<file path="config.mk">
export PLATFORM = sky130hd
export DESIGN_NAME = compressed_fetch_sequencer
export DESIGN_NICKNAME = d
export VERILOG_FILES = /design/src/rtl/compressed_fetch_sequencer_pkg.sv /design/src/rtl/compressed_fetch_sequencer_next_pc_calc.sv /design/src/rtl/compressed_fetch_sequencer.sv
export SDC_FILE = /design/constraint.sdc
export NUM_CORES = 1
export LEC_CHECK = 0
export ABC_CLOCK_PERIOD_IN_PS = 14880
export CELL_PAD_IN_SITES_DETAIL_PLACEMENT = 2
export CELL_PAD_IN_SITES_GLOBAL_PLACEMENT = 2
export CORE_MARGIN = 1
export CORE_UTILIZATION = 30
export DETAILED_ROUTE_END_ITERATION = 16
export GPL_TIMING_DRIVEN = 1
export PLACE_DENSITY = 0.95
export SLEW_MARGIN = 20
export SYNTH_ARGS = -nofsm -noshare
export SYNTH_HDL_FRONTEND = slang
export SYNTH_SLANG_ARGS = --single-unit
</file>
<file path="constraint.sdc">
create_clock -name Clock -period 14.88 [get_ports Clock]
set_input_delay 2.976 -clock Clock [delete_from_list [all_inputs] [get_ports Clock]]
set_output_delay 2.976 -clock Clock [all_outputs]
set_load 0.02 [all_outputs]
</file>
<file path="src/rtl/compressed_fetch_sequencer_pkg.sv">
// Shared core package for the compressed fetch sequencer and its decoder.
// Holds the sequencer state encoding, the PC write mode encoding and the
// LSU access width encoding so producer and consumer agree on the values.
package compressed_fetch_sequencer_pkg;

    typedef enum logic [1:0] {
        ST_FETCH    = 2'b00,
        ST_EXECUTE  = 2'b01,
        ST_LSU_WAIT = 2'b10,
        ST_HALT     = 2'b11
    } seq_state_e;

    typedef enum logic [1:0] {
        PC_INC      = 2'b00,
        PC_BRANCH   = 2'b01,
        PC_JUMP_REG = 2'b10,
        PC_JUMP_IMM = 2'b11
    } pc_mode_e;

    typedef enum logic [1:0] {
        LSU_NONE = 2'b00,
        LSU_BYTE = 2'b01,
        LSU_HALF = 2'b10,
        LSU_WORD = 2'b11
    } lsu_width_e;

endpackage

</file>
<file path="src/rtl/compressed_fetch_sequencer_next_pc_calc.sv">
// next_pc_calc: combinational next-PC selection for the fetch sequencer.
// Ports:
//   pc              current instruction address
//   mode            PC write mode (Inc / Branch / JumpReg / JumpImm)
//   imm             decoder immediate, added to pc for branches and JumpImm
//   branch_taken    ALU flag selecting the branch target
//   jump_reg_target rs1 value used by JumpReg
//   next_pc         selected next PC, bit 0 always cleared
module next_pc_calc
    import compressed_fetch_sequencer_pkg::*;
(
    input  logic [31:0] pc,
    input  pc_mode_e    mode,
    input  logic [31:0] imm,
    input  logic        branch_taken,
    input  logic [31:0] jump_reg_target,
    output logic [31:0] next_pc
);

    logic [31:0] seq_pc;
    logic [31:0] rel_pc;
    logic [31:0] raw_pc;

    always_comb begin
        seq_pc = pc + 32'd2;
        rel_pc = pc + imm;
        raw_pc = seq_pc;
        case (mode)
            PC_INC:      raw_pc = seq_pc;
            PC_BRANCH:   raw_pc = branch_taken ? rel_pc : seq_pc;
            PC_JUMP_REG: raw_pc = jump_reg_target;
            PC_JUMP_IMM: raw_pc = rel_pc;
            default:     raw_pc = seq_pc;
        endcase
        // Halfword-aligned instruction stream: odd targets are truncated.
        next_pc = raw_pc & ~32'd1;
    end

endmodule

</file>
<file path="src/rtl/compressed_fetch_sequencer.sv">
// compressed_fetch_sequencer: fetches 32-bit words, feeds 16-bit compressed
// instructions to the decoder one at a time and sequences the PC, register
// writeback strobe and LSU handshake. The unused upper halfword of a word
// fetched at a low-half PC is kept in a one-entry buffer so the following
// sequential instruction needs no memory access.
// Ports:
//   Clock, Reset          rising-edge clock, synchronous active-high reset
//   IReq/IAddr/IReady/IData  instruction fetch handshake (word aligned)
//   InstrOut/InstrValid   halfword to the decoder, valid in EXECUTE
//   PC/LinkAddr           address of InstrOut and PC+2 for link writeback
//   Ctl*/ImmIn/BranchTaken/JumpRegTarget  decoder and ALU results
//   RegWriteEn            writeback strobe for non-LSU instructions
//   LsuReq/LsuDone        load/store start pulse and completion
//   Halted                stopped on an illegal instruction until Reset
module compressed_fetch_sequencer
    import compressed_fetch_sequencer_pkg::*;
#(
    parameter logic [31:0] RESET_PC = 32'h0000_0000
) (
    input  logic        Clock,
    input  logic        Reset,
    output logic        IReq,
    output logic [31:0] IAddr,
    input  logic        IReady,
    input  logic [31:0] IData,
    output logic [15:0] InstrOut,
    output logic        InstrValid,
    output logic [31:0] PC,
    output logic [31:0] LinkAddr,
    input  logic        CtlValid,
    input  logic [1:0]  CtlPCMode,
    input  logic [1:0]  CtlLsuWidth,
    input  logic [31:0] ImmIn,
    input  logic        BranchTaken,
    input  logic [31:0] JumpRegTarget,
    output logic        RegWriteEn,
    output logic        LsuReq,
    input  logic        LsuDone,
    output logic        Halted
);

    seq_state_e  state_q, state_d;
    logic [31:0] pc_q, pc_d;
    logic [15:0] instr_q, instr_d;
    logic        buf_valid_q, buf_valid_d;
    logic [29:0] buf_word_q, buf_word_d;
    logic [15:0] buf_half_q, buf_half_d;
    // High for the first cycle after reset so no fetch starts in that cycle.
    logic        reset_hold_q, reset_hold_d;

    pc_mode_e    pc_mode;
    logic [31:0] next_pc;
    logic        buf_hit;
    logic        seq_update;

    assign pc_mode = pc_mode_e'(CtlPCMode);

    next_pc_calc u_next_pc_calc (
        .pc              (pc_q),
        .mode            (pc_mode),
        .imm             (ImmIn),
        .branch_taken    (BranchTaken),
        .jump_reg_target (JumpRegTarget),
        .next_pc         (next_pc)
    );

    assign IAddr    = {pc_q[31:2], 2'b00};
    assign PC       = pc_q;
    assign LinkAddr = pc_q + 32'd2;
    assign InstrOut = instr_q;

    assign buf_hit    = buf_valid_q && (buf_word_q == pc_q[31:2]) && pc_q[1];
    // Only the fall-through path keeps the buffered halfword.
    assign seq_update = (pc_mode == PC_INC) || ((pc_mode == PC_BRANCH) && !BranchTaken);

    always_comb begin
        state_d      = state_q;
        pc_d         = pc_q;
        instr_d      = instr_q;
        buf_valid_d  = buf_valid_q;
        buf_word_d   = buf_word_q;
        buf_half_d   = buf_half_q;
        reset_hold_d = 1'b0;
        IReq         = 1'b0;
        InstrValid   = 1'b0;
        RegWriteEn   = 1'b0;
        LsuReq       = 1'b0;
        Halted       = 1'b0;

        case (state_q)
            ST_FETCH: begin
                if (!reset_hold_q) begin
                    if (buf_hit) begin
                        instr_d     = buf_half_q;
                        buf_valid_d = 1'b0;
                        state_d     = ST_EXECUTE;
                    end else begin
                        IReq = 1'b1;
                        if (IReady) begin
                            state_d = ST_EXECUTE;
                            if (pc_q[1]) begin
                                instr_d = IData[31:16];
                            end else begin
                                instr_d     = IData[15:0];
                                buf_half_d  = IData[31:16];
                                buf_word_d  = pc_q[31:2];
                                buf_valid_d = 1'b1;
                            end
                        end
                    end
                end
            end
            ST_EXECUTE: begin
                InstrValid = 1'b1;
                if (!CtlValid) begin
                    state_d = ST_HALT;
                end else if (lsu_width_e'(CtlLsuWidth) != LSU_NONE) begin
                    // LsuDone is not looked at here, so a same-cycle done is ignored.
                    LsuReq  = 1'b1;
                    state_d = ST_LSU_WAIT;
                end else begin
                    RegWriteEn = 1'b1;
                    pc_d       = next_pc;
                    state_d    = ST_FETCH;
                    if (!seq_update) begin
                        buf_valid_d = 1'b0;
                    end
                end
            end
            ST_LSU_WAIT: begin
                if (LsuDone) begin
                    pc_d    = pc_q + 32'd2;
                    state_d = ST_FETCH;
                end
            end
            ST_HALT: begin
                Halted = 1'b1;
            end
            default: begin
                state_d = ST_HALT;
            end
        endcase
    end

    always_ff @(posedge Clock) begin
        if (Reset) begin
            state_q      <= ST_FETCH;
            pc_q         <= RESET_PC & ~32'd1;
            instr_q      <= 16'h0000;
            buf_valid_q  <= 1'b0;
            reset_hold_q <= 1'b1;
        end else begin
            state_q      <= state_d;
            pc_q         <= pc_d;
            instr_q      <= instr_d;
            buf_valid_q  <= buf_valid_d;
            reset_hold_q <= reset_hold_d;
        end
    end

    // Buffer payload is qualified by buf_valid_q and needs no reset.
    always_ff @(posedge Clock) begin
        buf_word_q <= buf_word_d;
        buf_half_q <= buf_half_d;
    end

endmodule

</file>
==> results.toml, run 1 <==
[run_status]
status = "finished, final reports clean"

[pwr]
power.leakage_nw = 3.77
ir_drop_mv = 0.0533
power_uw = 937
power.density_mw_per_mm2 = 94.4

[worst_setup_path]
worst_ep_arrival_time_ps = 4320
rr_endpoint = "PC[25]"
critPathKind = "primary input to output port"
worstSetupEndpointType = "output port"
r2r_start = "PC[1]"
worstPathRequired_ps = 11900
start_kind = "primary input"
worstRegToRegCells = 9
r2r_setup_slack_ps = 11340
cp_max_fo = 2

[yosys]
synth_enable_flop_cells = 46
synth_top_family_by_area = "compound AO/OA/AOI/OAI gates"
synth_compound_area_share_pct = 23.5
syn_area_sq_mm = 0.00746
synth.avg_cell_area_sq_um = 8.93
synthMuxAreaShare_pct = 2.95
yosysMostFrequentCell = "nor2_1"
synth_top_area_cell = "edfxtp_1"
async_flop_share_pct = 0
synth-simple-area-share_pct = 18.1
synth-main-ff-cell = "dfxtp_1"
synthAdderAreaFrac_pct = 6.04
synth.area.top_cells = "edfxtp_1 (19%), dfxtp_1 (14%), ha_1 (6.0%), xnor2_1 (5.9%), nor2_1 (4.7%)"
ys_warn_count = 0
yosys.area.top_type_share_pct = 18.5
yosysSeqAreaShare_pct = 32.2
yosysUniqueCellTypes = 85
ys_ff_latch = 97
syn_inst = 835
synth_xor_xnor_area_share_pct = 9.19
synth_common_cells = "nor2_1 (93), a21oi_1 (60), dfxtp_1 (51)"

[cts]
cts_buffers = 9
cts_setup_buffers = 0
hold_buffers = 0
cts.sinks = 97
clock_tree.buffer_depth = 2
cts_resized = 0
clockRootBuffer = "clkbuf_16"
cts.clk_slew.worst_paths_ps = 70
cts_tree = "built"
insertion_delay_ps = 350
htree_levels = 3

[layout]
final_core_util_pct = 40.8
nets = 1131
area_delta_synth_final_pct = 33.1
fillerInstances = 2610
drive_gt1_share_pct = 7.05
fin_cells = 1318
design_area_sq_mm = 0.00993

[grt]
grt.total_usage_pct = 24.0
antenna_found_initial = 1
grt-ovfl-total = 0
first_global_vias = 8166
grt_start_max_net_pins = 50
grt_pass1_wl_um = 47700

[worst_hold_path]
holdPathStages = 2
min_to = "InstrOut[8]"
holdCritPathClass = "flop to flop"
worstHoldStart = "InstrOut[8]"

[sta]
min_period_ps = 7290
hold_viol_final = 0
setup_viol = 0
fin_skew_ps = 6.22
slew_headroom_pct = 39.6
timing.final.ws_setup_ps = 7590
fin_tns_setup_ps = 0
timing.hold.ws_ps = 499
slew_viol_final = 0
worst_pin_slew_ps = 905
fin_crit_sh_pct = 49.0
max_freq_mhz = 137
rsz0062_at_grt = "false"

[place]
gp_congestion = 0.866
dpl-instance-area_sq_mm = 0.00960
numPortBuffers = 216
place_ws_ps = 7590
hpwl_um = 22800
place_inst = 1302

[die]
io_pins = 223
start_util_pct = 30.7
die_height_um = 160
die-area_sq_mm = 0.0255
die_w_um = 160
fp-row-count = 57
core_sq_mm = 0.0243

[drt]
dr.pass1.iters = 5
avgRoutedWirePerCell_um = 23.5
drt-total-wl_um = 31000
drc = 0
drtIter0Drc = 497
drt-vias-per-instance = 5.69
route.vias.total = 7500
detail-route-antenna-nets = 0

[run]
drv_cap = 0
==> where the power goes <==
| group | switching (mW) | total, mW | leakage [nW] | internal, mW |
|---|---|---|---|---|
| registers | 0.0432 | 0.346 | 0.852 | 0.303 |
| logic | 0.181 | 0.328 | 2.75 | 0.147 |
| clock network | 0.105 | 0.263 | 0.161 | 0.157 |
==> registers in the layout (all words and copies together), names as in the netlist <==
| signal | cells |
|---|---|
| state_q | 2 |
| buf_valid_q | 1 |
| PC | 31 |
| InstrOut | 16 |
| buf_half_q | 16 |
| reset_hold_q | 1 |
| buf_word_q | 30 |
==> cell usage in the layout (no fill, tap or decap), types with 4 or more instances in the layout <==
master           instances
or3_1                    4
o21a_1                   9
inv_1                   13
conb_1                   4
a221oi_1                14
a22oi_1                 11
nor3_1                  15
a21oi_1                 60
ha_1                    36
and4_1                   5
clkbuf_16               10
a211oi_1                16
o21ai_1                  5
nand4_1                 16
xnor2_2                  4
a32oi_1                  4
a221o_1                  4
o21bai_1                 7
nor4_1                   5
xnor2_1                 50
edfxtp_1                46
nor2_1                  93
a22o_1                   4
buf_4                   12
and3_1                  10
o211ai_1                 5
and2_1                   4
a21o_1                  16
a211oi_2                 5
dfxtp_1                 50
nand2b_1                 9
nand2_1                 44
clkdlybuf4s50_1        215
nor2b_1                  7
o22ai_1                  6
o21ai_0                 34
nand3_1                 21
mux2i_1                 22
xor2_1                  19
==> area by class of cell <==
cell class | count | area (sq um) | share of cell area [%]
flip-flops and latches | 97 | 2400 | 24.2
repair buffers | 228 | 2250 | 22.6
clock inverters | 4 | 73.8 | 0.744
clock buffers | 11 | 254 | 2.56
well taps | 324 | 405 | 4.08
multi-input cells | 640 | 4490 | 45.2
inverters | 13 | 48.8 | 0.492
diodes | 1 | 2.50 | 0.0252
==> per-layer routing <==
metal	up-vias	track usage [%]	part of all wire, %
met1	3764	28.5	41
li1	3362	-	-
met4	0	7.87	2.6
met5	-	0	0
met2	307	43.8	51
met3	67	3.90	5.6
==> how the worst max path moves through the flow <==
stage / start / to / slack (ps) / cells after the start
2_1_floorplan: IReady / buf_half_q[0] / 8030 / 1
3_3_place_gp: CtlLsuWidth[1] / RegWriteEn / 7610 / 4
3_5_place_dp: CtlLsuWidth[1] / RegWriteEn / 7590 / 4
4_1_cts: CtlLsuWidth[1] / RegWriteEn / 7580 / 4
5_1_grt: CtlLsuWidth[1] / RegWriteEn / 7550 / 4
6_report: CtlLsuWidth[1] / RegWriteEn / 7590 / 4
==> worst max-delay path, cell delays in order <==
cell and delay (ps):
clkdlybuf4s50_1 420, nor2_1 150, and3_1 170, clkdlybuf4s50_1 600
==> cell families after synthesis <==
kind of cell | Yosys count
multiplexers | 22
other | 1
buffers and inverters | 101
AO/OA/AOI/OAI | 246
AND/OR/NAND/NOR | 258
adder cells (fa/ha/maj) | 36
XOR/XNOR | 74
flip-flops | 97
Note: power is estimated with default switching activity, not from simulation.
==> inputs of run 2 (changes only) <==
Settings changed: ABC_CLOCK_PERIOD_IN_PS 14880 to 6400, CORE_UTILIZATION 30 to 25, PLACE_DENSITY 0.95 to 0.88.
Clock period 14.88 ns to 6.4 ns, I/O delays scaled along.
==> run 2 against run 1 <==
  * Clock skew rose by 0.84 ps
  * Core utilization decreased by 6.2 points
  * Via count decreased by 4.5%
  * Worst setup slack lost 6500 ps
  * Critical path depth is 3 higher
  * Sequential power up 130%
  * First-iteration DRC count fell by 19%
  * Hold slack better by 1.6 ps
  * Global-route usage shrank 4.5 points
  * Register-to-register slack worse by 8400 ps
  * Cell count grew 4.7%
  * Die area up 20%
  * Largest cell class unchanged
==> results.toml, run 2 (synthesized netlist as in run 1, its figures left out) <==
[die]
io_pins = 223
die-area_sq_mm = 0.0305
core_sq_mm = 0.0290
start_util_pct = 25.7
die_height_um = 175
die_w_um = 175
fp-row-count = 62

[layout]
largest_reg_flops = 31
drive_gt1_share_pct = 7.34
nets = 1132
design_area_sq_mm = 0.0100
mostFrequentLayoutCells = "clkdlybuf4s50_1 (215), nor2_1 (92), a21oi_1 (60)"
final_common_cell = "clkdlybuf4s50_1"
area_delta_synth_final_pct = 34.5
final_core_util_pct = 34.6
fin_cells = 1380

[sta]
fin_tns_setup_ps = 0
hold_viol_final = 0
fin_skew_ps = 7.07
slew_headroom_pct = 25.5
worst_pin_slew_ps = 1120
rsz0062_at_grt = "false"
setup_viol = 0
slew_viol_final = 0
timing.final.ws_setup_ps = 1090
min_period_ps = 5310
fin_crit_sh_pct = 82.9
timing.hold.ws_ps = 501
max_freq_mhz = 189

[drt]
drtIter0Drc = 401
route.vias.total = 7160
detail-route-antenna-nets = 0
drt-total-wl_um = 30100
drt-vias-per-instance = 5.19
drc = 0
dr.pass1.iters = 4
avgRoutedWirePerCell_um = 21.8

[worst_setup_path]
start_kind = "flop"
cp_slowest_stage_delay_ps = 940
worstSetupEndpointType = "output port"
critPathTopFamily = "simple AND/OR/NAND/NOR gates"
critical_path_buf_inv_count = 1
critPathKind = "flop to output port"
cp_cell_sequence = "ha_1 -> nand4_1 -> nor4_4 -> and2_1 -> and3_1 -> xor2_1 -> clkdlybuf4s50_1"
cp_max_fo = 43
worstPathRequired_ps = 5120
slowest_stage = "dfxtp_2"
worst_ep_arrival_time_ps = 4030

[grt]
grt_use_met2_pct = 34.6
first_global_vias = 7984
busiest_layer = "met2"
grt_use_met3_pct = 2.76
grt_start_max_net_pins = 50
antenna_found_initial = 1
grt-ovfl-total = 0
grt.total_usage_pct = 19.6
grt_pass1_wl_um = 46400
use_met1_pct = 24.8

[cts]
cts_tree = "built"
clockRootBuffer = "clkbuf_16"
insertion_delay_ps = 350
clock_tree.buffer_depth = 2
cts_setup_buffers = 0
cts_buffers = 9
htree_levels = 3
cts_resized = 0
cts.sinks = 97
cts.clk_slew.worst_paths_ps = 70
hold_buffers = 0

[pwr]
power.density_mw_per_mm2 = 221
ir_drop_mv = 0.112
power.leakage_nw = 3.78
power_mw = 2.21

[place]
place_inst = 1363
hpwl_um = 22800
numPortBuffers = 216
place_ws_ps = 1440
dpl-instance-area_sq_mm = 0.00968
gp_congestion = 0.801

[run_status]
status = "finished, final reports clean"

[run]
drv_cap = 0

[worst_hold_path]
holdCritPathClass = "flop to flop"
-- run 2: power by group --
group,switching [mW],internal (mW)
registers,0.0942,0.705
logic,0.416,0.342
clock network,0.260,0.397
-- run 2: worst reg2reg max path, stage by stage, from the launching register on --
cell	delay (ps)
dfxtp_2	940
ha_1	390
nand4_1	250
nor4_4	640
and2_1	340
nand2_1	120
xnor2_2	180
a221oi_1	290
a21o_1	160
nand2_1	50
-- run 2: worst paths after layout --
kind	from	endpoint	slack, ps	cells past startpoint
worst max-delay path	PC[1]	LinkAddr[29]	1090	7
worst min-delay path	InstrOut[1]	InstrOut[1]	500	2
worst max register to register	PC[1]	PC[25]	2940	9
worst min register to register	InstrOut[1]	InstrOut[1]	500	2
-- run 2: layer usage --
| metal | wire length (um) | part of all wire [%] |
|---|---|---|
| met5 | 0 | 0 |
| met4 | 522 | 1.7 |
| met3 | 1440 | 4.8 |
| met2 | 14900 | 50 |
| met1 | 13200 | 44 |
-- run 2: final cells by class --
class                           count  area [sq um]
Fill cell                        3216         19000
Multi-Input combinational cell    640          4490
Sequential cell                    97          2400
Timing Repair Buffer              229          2250
Tap cell                          384           480
Clock buffer                       11           243
Clock inverter                      5           108
Inverter                           13          48.8
Antenna cell                        1          2.50
